[src/rtl/carrd_pkg.sv]
// ---------------------------------------------------------------------------
// carrd_pkg
// Shared types and constants for the CARRD writeback sequencer.
//   VLANE_W      : width of one vector writeback beat (128 bits)
//   NBEATS_MAX   : beats carried by one vector writeback request (4)
//   wb_state_e   : drain FSM states (IDLE / DRAIN)
//   wb_entry_t   : one queued vector request {dest, clamped nbeats, 4 beats}
//   clampNbeats  : maps a raw 3-bit beat count into the legal 1..4 range
// ---------------------------------------------------------------------------
package carrd_pkg;

    localparam int VLANE_W    = 128;
    localparam int NBEATS_MAX = 4;

    typedef enum logic [0:0] {
        ST_IDLE  = 1'b0,
        ST_DRAIN = 1'b1
    } wb_state_e;

    // Beat 0 lives at data[0]; the head entry is indexed directly by the
    // drain FSM's beat counter.
    typedef struct packed {
        logic [4:0]                         dest;
        logic [2:0]                         nbeats;
        logic [NBEATS_MAX-1:0][VLANE_W-1:0] data;
    } wb_entry_t;

    // A zero count still means one beat; anything above 4 saturates.
    function automatic logic [2:0] clampNbeats(input logic [2:0] raw);
        logic [2:0] result;
        if (raw == 3'd0) begin
            result = 3'd1;
        end else if (raw > 3'd4) begin
            result = 3'd4;
        end else begin
            result = raw;
        end
        return result;
    endfunction

endpackage

[src/rtl/carrd_wb_fifo.sv]
// ---------------------------------------------------------------------------
// carrd_wb_fifo
// Parameterized synchronous FIFO of wb_entry_t used to queue vector
// writeback requests ahead of the VRF drain FSM.
//   clk        : clock, all state changes on rising edge
//   nrst       : synchronous active-low reset, empties the queue
//   i_push     : write i_pushData (ignored while full)
//   i_pushData : entry to enqueue
//   i_pop      : discard the head entry (ignored while empty)
//   o_head     : current head entry (valid when !o_empty)
//   o_full     : DEPTH entries held
//   o_empty    : no entries held
//   o_single   : exactly one entry held
// ---------------------------------------------------------------------------
module carrd_wb_fifo
    import carrd_pkg::*;
#(
    parameter int DEPTH = 2
)(
    input  logic      clk,
    input  logic      nrst,
    input  logic      i_push,
    input  wb_entry_t i_pushData,
    input  logic      i_pop,
    output wb_entry_t o_head,
    output logic      o_full,
    output logic      o_empty,
    output logic      o_single
);

    localparam int PTR_W = $clog2(DEPTH);
    localparam int CNT_W = $clog2(DEPTH + 1);

    wb_entry_t        r_mem [DEPTH];
    logic [PTR_W-1:0] r_wrPtr;
    logic [PTR_W-1:0] r_rdPtr;
    logic [CNT_W-1:0] r_count;

    logic w_doPush;
    logic w_doPop;

    // Pointers wrap explicitly so non-power-of-two depths work.
    function automatic logic [PTR_W-1:0] nextPtr(input logic [PTR_W-1:0] ptr);
        logic [PTR_W-1:0] result;
        if (ptr == PTR_W'(DEPTH - 1)) begin
            result = '0;
        end else begin
            result = ptr + PTR_W'(1);
        end
        return result;
    endfunction

    assign o_full   = (r_count == CNT_W'(DEPTH));
    assign o_empty  = (r_count == '0);
    assign o_single = (r_count == CNT_W'(1));
    assign w_doPush = i_push & ~o_full;
    assign w_doPop  = i_pop & ~o_empty;
    assign o_head   = r_mem[r_rdPtr];

    // Storage needs no reset: an empty count makes stale contents invisible.
    always_ff @(posedge clk) begin
        if (w_doPush) begin
            r_mem[r_wrPtr] <= i_pushData;
        end
    end

    // Pointer and occupancy bookkeeping.
    always_ff @(posedge clk) begin
        if (!nrst) begin
            r_wrPtr <= '0;
            r_rdPtr <= '0;
            r_count <= '0;
        end else begin
            if (w_doPush) begin
                r_wrPtr <= nextPtr(r_wrPtr);
            end
            if (w_doPop) begin
                r_rdPtr <= nextPtr(r_rdPtr);
            end
            case ({w_doPush, w_doPop})
                2'b10:   r_count <= r_count + CNT_W'(1);
                2'b01:   r_count <= r_count - CNT_W'(1);
                default: r_count <= r_count;
            endcase
        end
    end

endmodule

[src/rtl/carrd_wb_sequencer.sv]
// ---------------------------------------------------------------------------
// carrd_wb_sequencer
// Splits multi-beat vector writebacks into single-beat VRF writes and
// forwards scalar writebacks straight to the XRF.
//
// Parameters
//   FIFO_DEPTH : queued vector requests (2..8)
//   XLEN       : scalar register width
//
// Ports
//   clk, nrst            : clock / synchronous active-low reset
//   v_reg_wr_en          : vector request level (rising edge = new request)
//   x_reg_wr_en          : scalar request level (rising edge = new request)
//   wb_dest, wb_nbeats   : base register index and beat count (1..4)
//   reg_wr_data[_2.._4]  : beats 0..3
//   vrf_wr_gnt           : VRF write port accept
//   vrf_wr_en/addr/data  : single-beat VRF write port
//   xrf_wr_en/addr/data  : one-cycle scalar write pulse
//   wb_ready             : request FIFO not full
//   wb_busy              : any vector work queued or draining
//   wb_ovf               : sticky, a request arrived while full
//   wb_pending           : per-register outstanding-write mask
//
// Build option
//   CARRD_WB_PENDING_EN  : when defined, wb_pending is driven by a
//                          per-register scoreboard; otherwise it is tied 0.
// ---------------------------------------------------------------------------
module carrd_wb_sequencer
    import carrd_pkg::*;
#(
    parameter int FIFO_DEPTH = 2,
    parameter int XLEN       = 32
)(
    input  logic               clk,
    input  logic               nrst,
    input  logic               v_reg_wr_en,
    input  logic               x_reg_wr_en,
    input  logic [4:0]         wb_dest,
    input  logic [2:0]         wb_nbeats,
    input  logic [VLANE_W-1:0] reg_wr_data,
    input  logic [VLANE_W-1:0] reg_wr_data_2,
    input  logic [VLANE_W-1:0] reg_wr_data_3,
    input  logic [VLANE_W-1:0] reg_wr_data_4,
    input  logic               vrf_wr_gnt,
    output logic               vrf_wr_en,
    output logic [4:0]         vrf_wr_addr,
    output logic [VLANE_W-1:0] vrf_wr_data,
    output logic               xrf_wr_en,
    output logic [4:0]         xrf_wr_addr,
    output logic [XLEN-1:0]    xrf_wr_data,
    output logic               wb_ready,
    output logic               wb_busy,
    output logic               wb_ovf,
    output logic [31:0]        wb_pending
);

    wb_state_e          r_state;
    wb_state_e          w_stateNext;
    logic [1:0]         r_beat;
    logic [1:0]         w_beatNext;
    logic               r_vPrev;
    logic               r_xPrev;
    logic               r_ovf;
    logic               r_xrfEn;
    logic [4:0]         r_xrfAddr;
    logic [XLEN-1:0]    r_xrfData;

    logic               w_vEdge;
    logic               w_xEdge;
    logic               w_push;
    logic               w_pop;
    logic               w_full;
    logic               w_empty;
    logic               w_single;
    logic [2:0]         w_nbeatsClamped;
    wb_entry_t          w_pushEntry;
    wb_entry_t          w_head;
    logic [1:0]         w_lastBeat;
    logic               w_draining;
    logic               w_grant;
    logic [4:0]         w_vrfAddr;
    logic [VLANE_W-1:0] w_vrfData;
    logic [31:0]        w_pending;
    logic [VLANE_W-1:0] w_unusedData;

    // Only the scalar slice of beat 0 feeds the XRF path.
    assign w_unusedData = reg_wr_data >> XLEN;

    // -----------------------------------------------------------------------
    // Request edge detection and enqueue
    // -----------------------------------------------------------------------
    assign w_vEdge         = v_reg_wr_en & ~r_vPrev;
    assign w_xEdge         = x_reg_wr_en & ~r_xPrev;
    assign w_push          = w_vEdge & ~w_full;
    assign w_nbeatsClamped = clampNbeats(wb_nbeats);

    always_comb begin
        w_pushEntry         = '0;
        w_pushEntry.dest    = wb_dest;
        w_pushEntry.nbeats  = w_nbeatsClamped;
        w_pushEntry.data[0] = reg_wr_data;
        w_pushEntry.data[1] = reg_wr_data_2;
        w_pushEntry.data[2] = reg_wr_data_3;
        w_pushEntry.data[3] = reg_wr_data_4;
    end

    always_ff @(posedge clk) begin
        if (!nrst) begin
            r_vPrev <= 1'b0;
            r_xPrev <= 1'b0;
        end else begin
            r_vPrev <= v_reg_wr_en;
            r_xPrev <= x_reg_wr_en;
        end
    end

    // Overflow is judged on the full flag before any same-cycle pop.
    always_ff @(posedge clk) begin
        if (!nrst) begin
            r_ovf <= 1'b0;
        end else if (w_vEdge && w_full) begin
            r_ovf <= 1'b1;
        end
    end

    carrd_wb_fifo #(
        .DEPTH (FIFO_DEPTH)
    ) u_fifo (
        .clk        (clk),
        .nrst       (nrst),
        .i_push     (w_push),
        .i_pushData (w_pushEntry),
        .i_pop      (w_pop),
        .o_head     (w_head),
        .o_full     (w_full),
        .o_empty    (w_empty),
        .o_single   (w_single)
    );

    // -----------------------------------------------------------------------
    // Drain FSM: walks the head entry one beat per grant
    // -----------------------------------------------------------------------
    assign w_draining = (r_state == ST_DRAIN);
    assign w_grant    = w_draining & vrf_wr_gnt;
    assign w_lastBeat = 2'(w_head.nbeats - 3'd1);
    assign w_vrfAddr  = 5'(w_head.dest + 5'(r_beat));
    assign w_vrfData  = w_head.data[r_beat];

    always_ff @(posedge clk) begin
        if (!nrst) begin
            r_state <= ST_IDLE;
            r_beat  <= 2'd0;
        end else begin
            r_state <= w_stateNext;
            r_beat  <= w_beatNext;
        end
    end

    // A same-cycle push keeps the FSM in DRAIN so the new entry follows
    // the popped one without an idle cycle.
    always_comb begin
        w_stateNext = r_state;
        w_beatNext  = r_beat;
        w_pop       = 1'b0;
        case (r_state)
            ST_IDLE: begin
                if (!w_empty) begin
                    w_stateNext = ST_DRAIN;
                    w_beatNext  = 2'd0;
                end
            end
            ST_DRAIN: begin
                if (vrf_wr_gnt) begin
                    if (r_beat != w_lastBeat) begin
                        w_beatNext = r_beat + 2'd1;
                    end else begin
                        w_pop      = 1'b1;
                        w_beatNext = 2'd0;
                        if (w_single && !w_push) begin
                            w_stateNext = ST_IDLE;
                        end
                    end
                end
            end
            default: begin
                w_stateNext = ST_IDLE;
                w_beatNext  = 2'd0;
            end
        endcase
    end

    // -----------------------------------------------------------------------
    // Scalar path: one-cycle pulse, independent of the vector queue
    // -----------------------------------------------------------------------
    always_ff @(posedge clk) begin
        if (!nrst) begin
            r_xrfEn   <= 1'b0;
            r_xrfAddr <= 5'd0;
            r_xrfData <= '0;
        end else begin
            r_xrfEn <= w_xEdge;
            if (w_xEdge) begin
                r_xrfAddr <= wb_dest;
                r_xrfData <= reg_wr_data[XLEN-1:0];
            end
        end
    end

    // -----------------------------------------------------------------------
    // Pending-write scoreboard
    // -----------------------------------------------------------------------
`ifdef CARRD_WB_PENDING_EN
    // One request never names the same register twice, so a register can
    // be owed at most FIFO_DEPTH writes; a counter per register survives
    // overlapping requests that a plain set/clear bit would not.
    localparam int PEND_W = $clog2(FIFO_DEPTH + 1);

    logic [PEND_W-1:0] r_pendCnt [32];
    logic [31:0]       w_pushMask;
    logic [31:0]       w_grantMask;

    always_comb begin
        w_pushMask  = '0;
        w_grantMask = '0;
        if (w_push) begin
            for (int i = 0; i < NBEATS_MAX; i++) begin
                if (i < int'(w_nbeatsClamped)) begin
                    w_pushMask[5'(wb_dest + 5'(i))] = 1'b1;
                end
            end
        end
        if (w_grant) begin
            w_grantMask[w_vrfAddr] = 1'b1;
        end
    end

    always_ff @(posedge clk) begin
        if (!nrst) begin
            for (int r = 0; r < 32; r++) begin
                r_pendCnt[r] <= '0;
            end
        end else begin
            for (int r = 0; r < 32; r++) begin
                case ({w_pushMask[r], w_grantMask[r]})
                    2'b10:   r_pendCnt[r] <= r_pendCnt[r] + PEND_W'(1);
                    2'b01:   r_pendCnt[r] <= r_pendCnt[r] - PEND_W'(1);
                    default: r_pendCnt[r] <= r_pendCnt[r];
                endcase
            end
        end
    end

    always_comb begin
        w_pending = '0;
        for (int r = 0; r < 32; r++) begin
            w_pending[r] = (r_pendCnt[r] != '0);
        end
    end
`else
    assign w_pending = '0;
`endif

    // -----------------------------------------------------------------------
    // Outputs are forced to their idle values while reset is asserted
    // -----------------------------------------------------------------------
    assign vrf_wr_en   = nrst & w_draining;
    assign vrf_wr_addr = nrst ? w_vrfAddr : 5'd0;
    assign vrf_wr_data = nrst ? w_vrfData : '0;
    assign xrf_wr_en   = nrst & r_xrfEn;
    assign xrf_wr_addr = nrst ? r_xrfAddr : 5'd0;
    assign xrf_wr_data = nrst ? r_xrfData : '0;
    assign wb_ready    = ~nrst | ~w_full;
    assign wb_busy     = nrst & (~w_empty | w_draining);
    assign wb_ovf      = nrst & r_ovf;
    assign wb_pending  = nrst ? w_pending : 32'd0;

endmodule

[config.mk]
export PLATFORM = sky130hd
export DESIGN_NAME = carrd_wb_sequencer
export DESIGN_NICKNAME = d
export VERILOG_FILES = /design/src/rtl/carrd_pkg.sv /design/src/rtl/carrd_wb_fifo.sv /design/src/rtl/carrd_wb_sequencer.sv
export SDC_FILE = /design/constraint.sdc
export NUM_CORES = 1
export LEC_CHECK = 0
export ABC_AREA = 1
export CAP_MARGIN = 10
export CORE_MARGIN = 10
export CORE_UTILIZATION = 48
export CTS_CLUSTER_SIZE = 20
export DETAILED_ROUTE_END_ITERATION = 12
export GPL_TIMING_DRIVEN = 1
export PLACE_DENSITY_LB_ADDON = 0.08
export SLEW_MARGIN = 15
export SYNTH_ARGS = -nofsm -noshare
export SYNTH_HDL_FRONTEND = slang
export SYNTH_SLANG_ARGS = --single-unit
export TNS_END_PERCENT = 50
[constraint.sdc]
create_clock -name clk -period 29 [get_ports clk]
set_input_delay 5.8 -clock clk [delete_from_list [all_inputs] [get_ports clk]]
set_output_delay 5.8 -clock clk [all_outputs]
set_load 0.01 [all_outputs]
==> flow_metrics.env, run 1 <==
export IMPL_grtUsageTotal_pct=23.3
export IMPL_detailed_place_hpwl_microns=79300
export IMPL_peakVddDrop_mv=0.0436
export IMPL_antenna_found_initial=76
export IMPL_grt_max_degree=197
export IMPL_ys_ff_latch=1087
export IMPL_worst_hold_slack_ns=0.460
export IMPL_syn_area_per_cell_sq_um=12.5
export IMPL_setup_violations_final=0
export IMPL_ctsHoldBuffers=0
export IMPL_cap_viol_max_count=0
export IMPL_yosysSeqAreaShare_pct=75.4
export IMPL_fmax_ghz=0.0697
export IMPL_fin_skew_ns=0.0114
export IMPL_drt_iter0_drc=2719
export IMPL_num_rows=109
export IMPL_clk_pin_slew_ns=0.06
export IMPL_numPortBuffers=699
export IMPL_crit_slowest_cell="buf_4"
export IMPL_place_inst=5062
export IMPL_cp_start_kind="input pin"
export IMPL_clock_sinks=1087
export IMPL_cts_buffers_inserted=112
export IMPL_critPathKind="in -> out"
export IMPL_final_cell_mix="edfxtp_1 (1038), nor2_1 (904), clkdlybuf4s50_1 (698), o21ai_0 (578), o21ai_1 (199)"
export IMPL_arrival_ns=8.54
export IMPL_cts_root_buf="clkbuf_16"
export IMPL_crit_required_ns=23.20
export IMPL_route_antenna_remaining_nets=0
export IMPL_drc=0
export IMPL_drive_above_1_share_pct=4.75
export IMPL_synthSimpleGateAreaFrac_pct=8.78
export IMPL_hold_class="reg -> reg"
export IMPL_post_cts_buffers=0
export IMPL_worst_slew_pin_slew_ns=1.15
export IMPL_synth_xor_area_share_pct=0.0411
export IMPL_viasPerCell=5.37
export IMPL_grt_first_pass_wirelength_microns=178000
export IMPL_synth_compound_area_share_pct=11.7
export IMPL_final_common_cell="edfxtp_1"
export IMPL_r2r_end="u_fifo.r_mem[0][59]"
export IMPL_pwr_density_cell_nw_per_um2=68.2
export IMPL_die_w_microns=318
export IMPL_yosys_warnings=0
export IMPL_routedWlPerCell_microns=23.4
export IMPL_worstPathCellList="buf_6, buf_4, inv_1, o21ai_0, clkdlybuf4s50_1"
export IMPL_dr_pass1_iters=5
export IMPL_die_area_sq_um=101000
export IMPL_die_h_microns=318
export IMPL_muxShareOfSynthArea_pct=0.0235
export IMPL_ioPinCount=732
export IMPL_setup_worst_path_start="nrst"
export IMPL_path_max_fanout=92
export IMPL_fin_cells=5315
export IMPL_core_sq_um=88200
export IMPL_netlist_instances=3398
export IMPL_htree_levels=3
export IMPL_reg2reg_from="u_fifo.r_count[0]"
export IMPL_synth_fa_ha_area_share_pct=0.223
export IMPL_final_min_clock_period_ns=14.34
export IMPL_synthToLayoutAreaGrowth_pct=26.6
export IMPL_ctsResizeCount=0
export IMPL_grt_ovfl_total=0
export IMPL_power_leakage_nw=18.7
export IMPL_ff2ff_path_depth=7
export IMPL_hold_viol=0
export IMPL_slowest_delay_ns=0.81
export IMPL_grt_setup_unrepaired="false"
export IMPL_cts_tree="done"
export IMPL_endpoint_kind="output pin"
export IMPL_synth_top_family_by_area="compound AO/OA/AOI/OAI gates"
export IMPL_slew_headroom_pct=23.2
export IMPL_initial_utilization_pct=48.3
export IMPL_status="finished clean"
export IMPL_setup_worst_path_end="wb_busy"
export IMPL_clk_latency_ns=0.66
export IMPL_grt_pass1_vias=27400
export IMPL_mappedNetlistArea_sq_um=42600
export IMPL_routed_wl_microns=124000
export IMPL_gp_congestion=0.841
export IMPL_slew_viol_final=0
export IMPL_clock_path_buffers=3
export IMPL_synth_cell_types=28
export IMPL_num_vias=28500
export IMPL_ff2ff_setup_slack_ns=24.93
export IMPL_period_share_pct=49.4
export IMPL_nets=4543
## cells by family after synthesis
group           Yosys count
flops                  1087
simple gates            994
compound gates          950
buf+inv                 356
fa+ha+maj                 7
xor+xnor                  2
other cells               1
mux                       1
## per-stage QoR
| stage | util [%] | TNS, ns | instance area [sq um] | power (mW) | worst slack [ns] |
|---|---|---|---|---|---|
| after floorplan | - | -141.79 | 42800 | 2.18 | -0.137 |
| after global placement | 57.0 | 0 | 50300 | 2.31 | 14.73 |
| after detailed placement | 57.0 | 0 | 50300 | 2.32 | 14.63 |
| after CTS | 61.0 | 0 | 53900 | 3.71 | 14.64 |
| after global routing | 61.2 | 0 | 54000 | 3.82 | 14.50 |
| final | 61.2 | 0 | 54000 | 3.68 | 14.66 |
## synthesized netlist by cell type
master | count | area, sq um
conb_1 | 1 | 3.75
buf_2 | 35 | 175
nand3_1 | 4 | 20.0
ha_1 | 6 | 75.1
mux2i_1 | 1 | 10.0
fa_1 | 1 | 20.0
o21a_1 | 1 | 7.51
o22ai_1 | 33 | 206
nand2_1 | 79 | 297
a21oi_1 | 6 | 30.0
a31oi_1 | 128 | 801
or2_2 | 1 | 6.26
xor2_1 | 2 | 17.5
o31a_1 | 1 | 8.76
inv_2 | 2 | 7.51
o21ai_1 | 199 | 996
buf_4 | 65 | 488
buf_1 | 15 | 56.3
dfxtp_1 | 49 | 981
o21ai_0 | 578 | 2890
buf_6 | 2 | 22.5
nand4_1 | 1 | 6.26
edfxtp_1 | 1038 | 31200
inv_1 | 95 | 357
nor3_1 | 2 | 10.0
clkbuf_1 | 142 | 533
o22a_1 | 4 | 35.0
nor2_1 | 907 | 3400
## cell type report
type | count | area (sq um)
diodes | 49 | 123
repair buffers | 727 | 7300
clock buffers | 155 | 3080
well taps | 1165 | 1460
multi-input cells | 1986 | 8980
clock inverters | 49 | 503
inverters | 97 | 384
flip-flops and latches | 1087 | 32200
fillers | 6964 | 34300
## power by group
group / total [mW] / leakage (nW) / switching (mW) / internal (mW)
logic: 0.420 / 6.97 / 0.250 / 0.169
registers: 1.86 / 10.0 / 0.0247 / 1.84
clock network: 1.40 / 1.75 / 0.574 / 0.825
total: 3.68 / 18.7 / 0.849 / 2.83
## critical path, delay by kind of cell
family          cells  cell delay (ns)
compound gates      1             0.30
buf+inv             4             2.26
## worst min-delay path by stage
stage | from | end | slack [ns] | cells after the start
after floorplan | r_ovf | r_ovf | 0.42 | 2
after global placement | r_ovf | r_ovf | 0.44 | 2
after detailed placement | r_ovf | r_ovf | 0.44 | 2
after CTS | r_ovf | r_ovf | 0.46 | 2
after global routing | r_ovf | r_ovf | 0.49 | 2
final | r_ovf | r_ovf | 0.46 | 2
## metal layers
metal | vias up | GRT usage (%) | share of wire, %
met5 | - | 0 | 0.27
met4 | 58 | 12.1 | 4.5
met3 | 278 | 7.41 | 8.6
met2 | 935 | 38.4 | 50
met1 | 13800 | 27.0 | 37
li1 | 13400 | - | -
## registers in the layout, indices dropped and copies added (netlist names), named ones only
| register | flops |
|---|---|
| r_ovf | 1 |
| r_xrfEn | 1 |
| u_fifo.r_wrPtr | 1 |
| r_xPrev | 1 |
| r_xrfData | 32 |
| r_beat | 2 |
| r_state | 1 |
| u_fifo.r_mem | 1038 |
| u_fifo.r_rdPtr | 1 |
| u_fifo.r_count | 2 |
| r_xrfAddr | 5 |
| r_vPrev | 1 |
No activity file was read; power rests on OpenSTA's default activity.
==> run 2, diff against run 1 <==
Settings changed: CORE_UTILIZATION 48 to 53.
Clock period 29 ns to 13.55 ns, I/O delays scaled along.
==> run 2 against run 1 <==
  * Die area decreased by 8.9%
  * Largest power group unchanged
  * Count of clock-buffer cells in the layout fell by 12
  * Clock power up 100%
  * Routed wire length shrank 0.78%
  * Sequential share of layout area up 0.31 points
  * Flip-flop and latch count is the same
==> flow_metrics.env, run 2 (synthesis results as in run 1) <==
export IMPL_status="finished clean"
export IMPL_nets=4540
export IMPL_cts_tree="done"
export IMPL_gp_congestion=0.886
export IMPL_routedWlPerCell_microns=23.7
export IMPL_cts_buffers_inserted=108
export IMPL_viasPerCell=5.55
export IMPL_grtUsageTotal_pct=25.3
export IMPL_ioPinCount=732
export IMPL_largestRegisters="u_fifo.r_mem (1038), r_xrfData (32), r_xrfAddr (5)"
export IMPL_htree_levels=3
export IMPL_final_min_clock_period_ns=8.11
export IMPL_routed_wl_microns=123000
export IMPL_path_max_fanout=101
export IMPL_core_sq_um=79400
export IMPL_grt_max_degree=202
export IMPL_hold_class="reg -> reg"
export IMPL_worst_slew_pin_slew_ns=1.19
export IMPL_post_cts_buffers=0
export IMPL_filler_cell_count=5719
export IMPL_grt_ovfl_total=0
export IMPL_synthToLayoutAreaGrowth_pct=25.9
export IMPL_worst_hold_slack_ns=0.453
export IMPL_multi_input_area_sq_um=8980
export IMPL_fin_skew_ns=0.0158
export IMPL_ff2ff_setup_slack_ns=9.60
export IMPL_cap_viol_max_count=0
export IMPL_initial_utilization_pct=53.7
export IMPL_crit_required_ns=10.84
export IMPL_num_rows=103
export IMPL_cts_root_buf="clkbuf_16"
export IMPL_fmax_ghz=0.123
export IMPL_drive_above_1_share_pct=4.75
export IMPL_setup_violations_final=0
export IMPL_period_share_pct=59.9
export IMPL_detailed_place_hpwl_microns=79200
export IMPL_hold_viol=0
export IMPL_clock_path_buffers=3
export IMPL_die_area_sq_um=92200
export IMPL_slew_viol_final=0
export IMPL_endpoint_kind="output pin"
export IMPL_antenna_found_initial=83
export IMPL_final_cell_mix="edfxtp_1 (1038), nor2_1 (904), clkdlybuf4s50_1 (698), o21ai_0 (578), o21ai_1 (199)"
export IMPL_grt_first_pass_wirelength_microns=177000
export IMPL_die_w_microns=304
export IMPL_p_total_mw=7.74
export IMPL_ctsHoldBuffers=0
export IMPL_power_leakage_nw=18.7
export IMPL_peakVddDrop_mv=0.0963
export IMPL_final_common_cell="edfxtp_1"
export IMPL_grt_setup_unrepaired="false"
export IMPL_critPathKind="in -> out"
export IMPL_cp_start_kind="input pin"
export IMPL_grt_pass1_vias=27600
export IMPL_ctsResizeCount=0
export IMPL_clk_latency_ns=0.66
export IMPL_numPortBuffers=699
export IMPL_clk_pin_slew_ns=0.06
export IMPL_num_vias=28900
export IMPL_largest_reg_flops=1038
export IMPL_pwr_density_cell_nw_per_um2=144
export IMPL_drc=0
export IMPL_route_antenna_remaining_nets=0
export IMPL_die_h_microns=304
export IMPL_seqCellArea_sq_um=32200
export IMPL_arrival_ns=5.40
export IMPL_dr_pass1_iters=7
export IMPL_slew_headroom_pct=20.6
export IMPL_drt_iter0_drc=2801
export IMPL_regMostFlops="u_fifo.r_mem"
export IMPL_clock_sinks=1087
[run 2: metrics by stage]
stage	worst slack (ns)	util (%)	TNS, ns	cells	instance area (sq um)
3_5_place_dp	5.55	63.2	0	4948	50100
4_1_cts	5.42	67.5	0	5153	53600
2_1_floorplan	-3.69	-	-3828.32	3429	42800
3_3_place_gp	5.62	63.1	0	4947	50100
5_1_grt	5.14	67.6	0	5205	53700
6_report	5.44	67.6	0	5212	53700
[run 2: cell type report]
cell class | count | area share, %
antenna | 59 | 0.275
clock buffer | 143 | 5.51
clock inverter | 62 | 0.827
inverter | 97 | 0.715
multi-input combinational | 1986 | 16.7
sequential | 1087 | 59.9
tap | 1050 | 2.45
timing repair buffer | 728 | 13.6
[run 2: critical path, stage by stage]
cell and delay, ns:
buf_6 0.61, buf_4 0.75, o21ai_0 0.28, a31oi_1 0.27, clkdlybuf4s50_1 0.61
[run 2: routing by layer]
layer	GRT usage [%]	vias to the layer above	wire, microns
met1	29.8	14000	45100
met2	41.4	1127	61500
li1	-	13400	-
met5	0	-	313
met3	7.36	291	10600
met4	14.3	46	5750
[run 2: power by group]
group	switching [mW]	total (mW)	internal [mW]
registers	0.0523	3.98	3.93
logic	0.541	0.905	0.364
clock network	1.22	2.85	1.63
[run 2: final timing paths]
path	cells past startpoint	end	startpoint
setup / recovery	5	vrf_wr_data[84]	nrst
hold / removal	2	r_ovf	r_ovf
setup reg to reg	7	u_fifo.r_mem[1][309]	u_fifo.r_count[0]
hold reg to reg	2	r_ovf	r_ovf
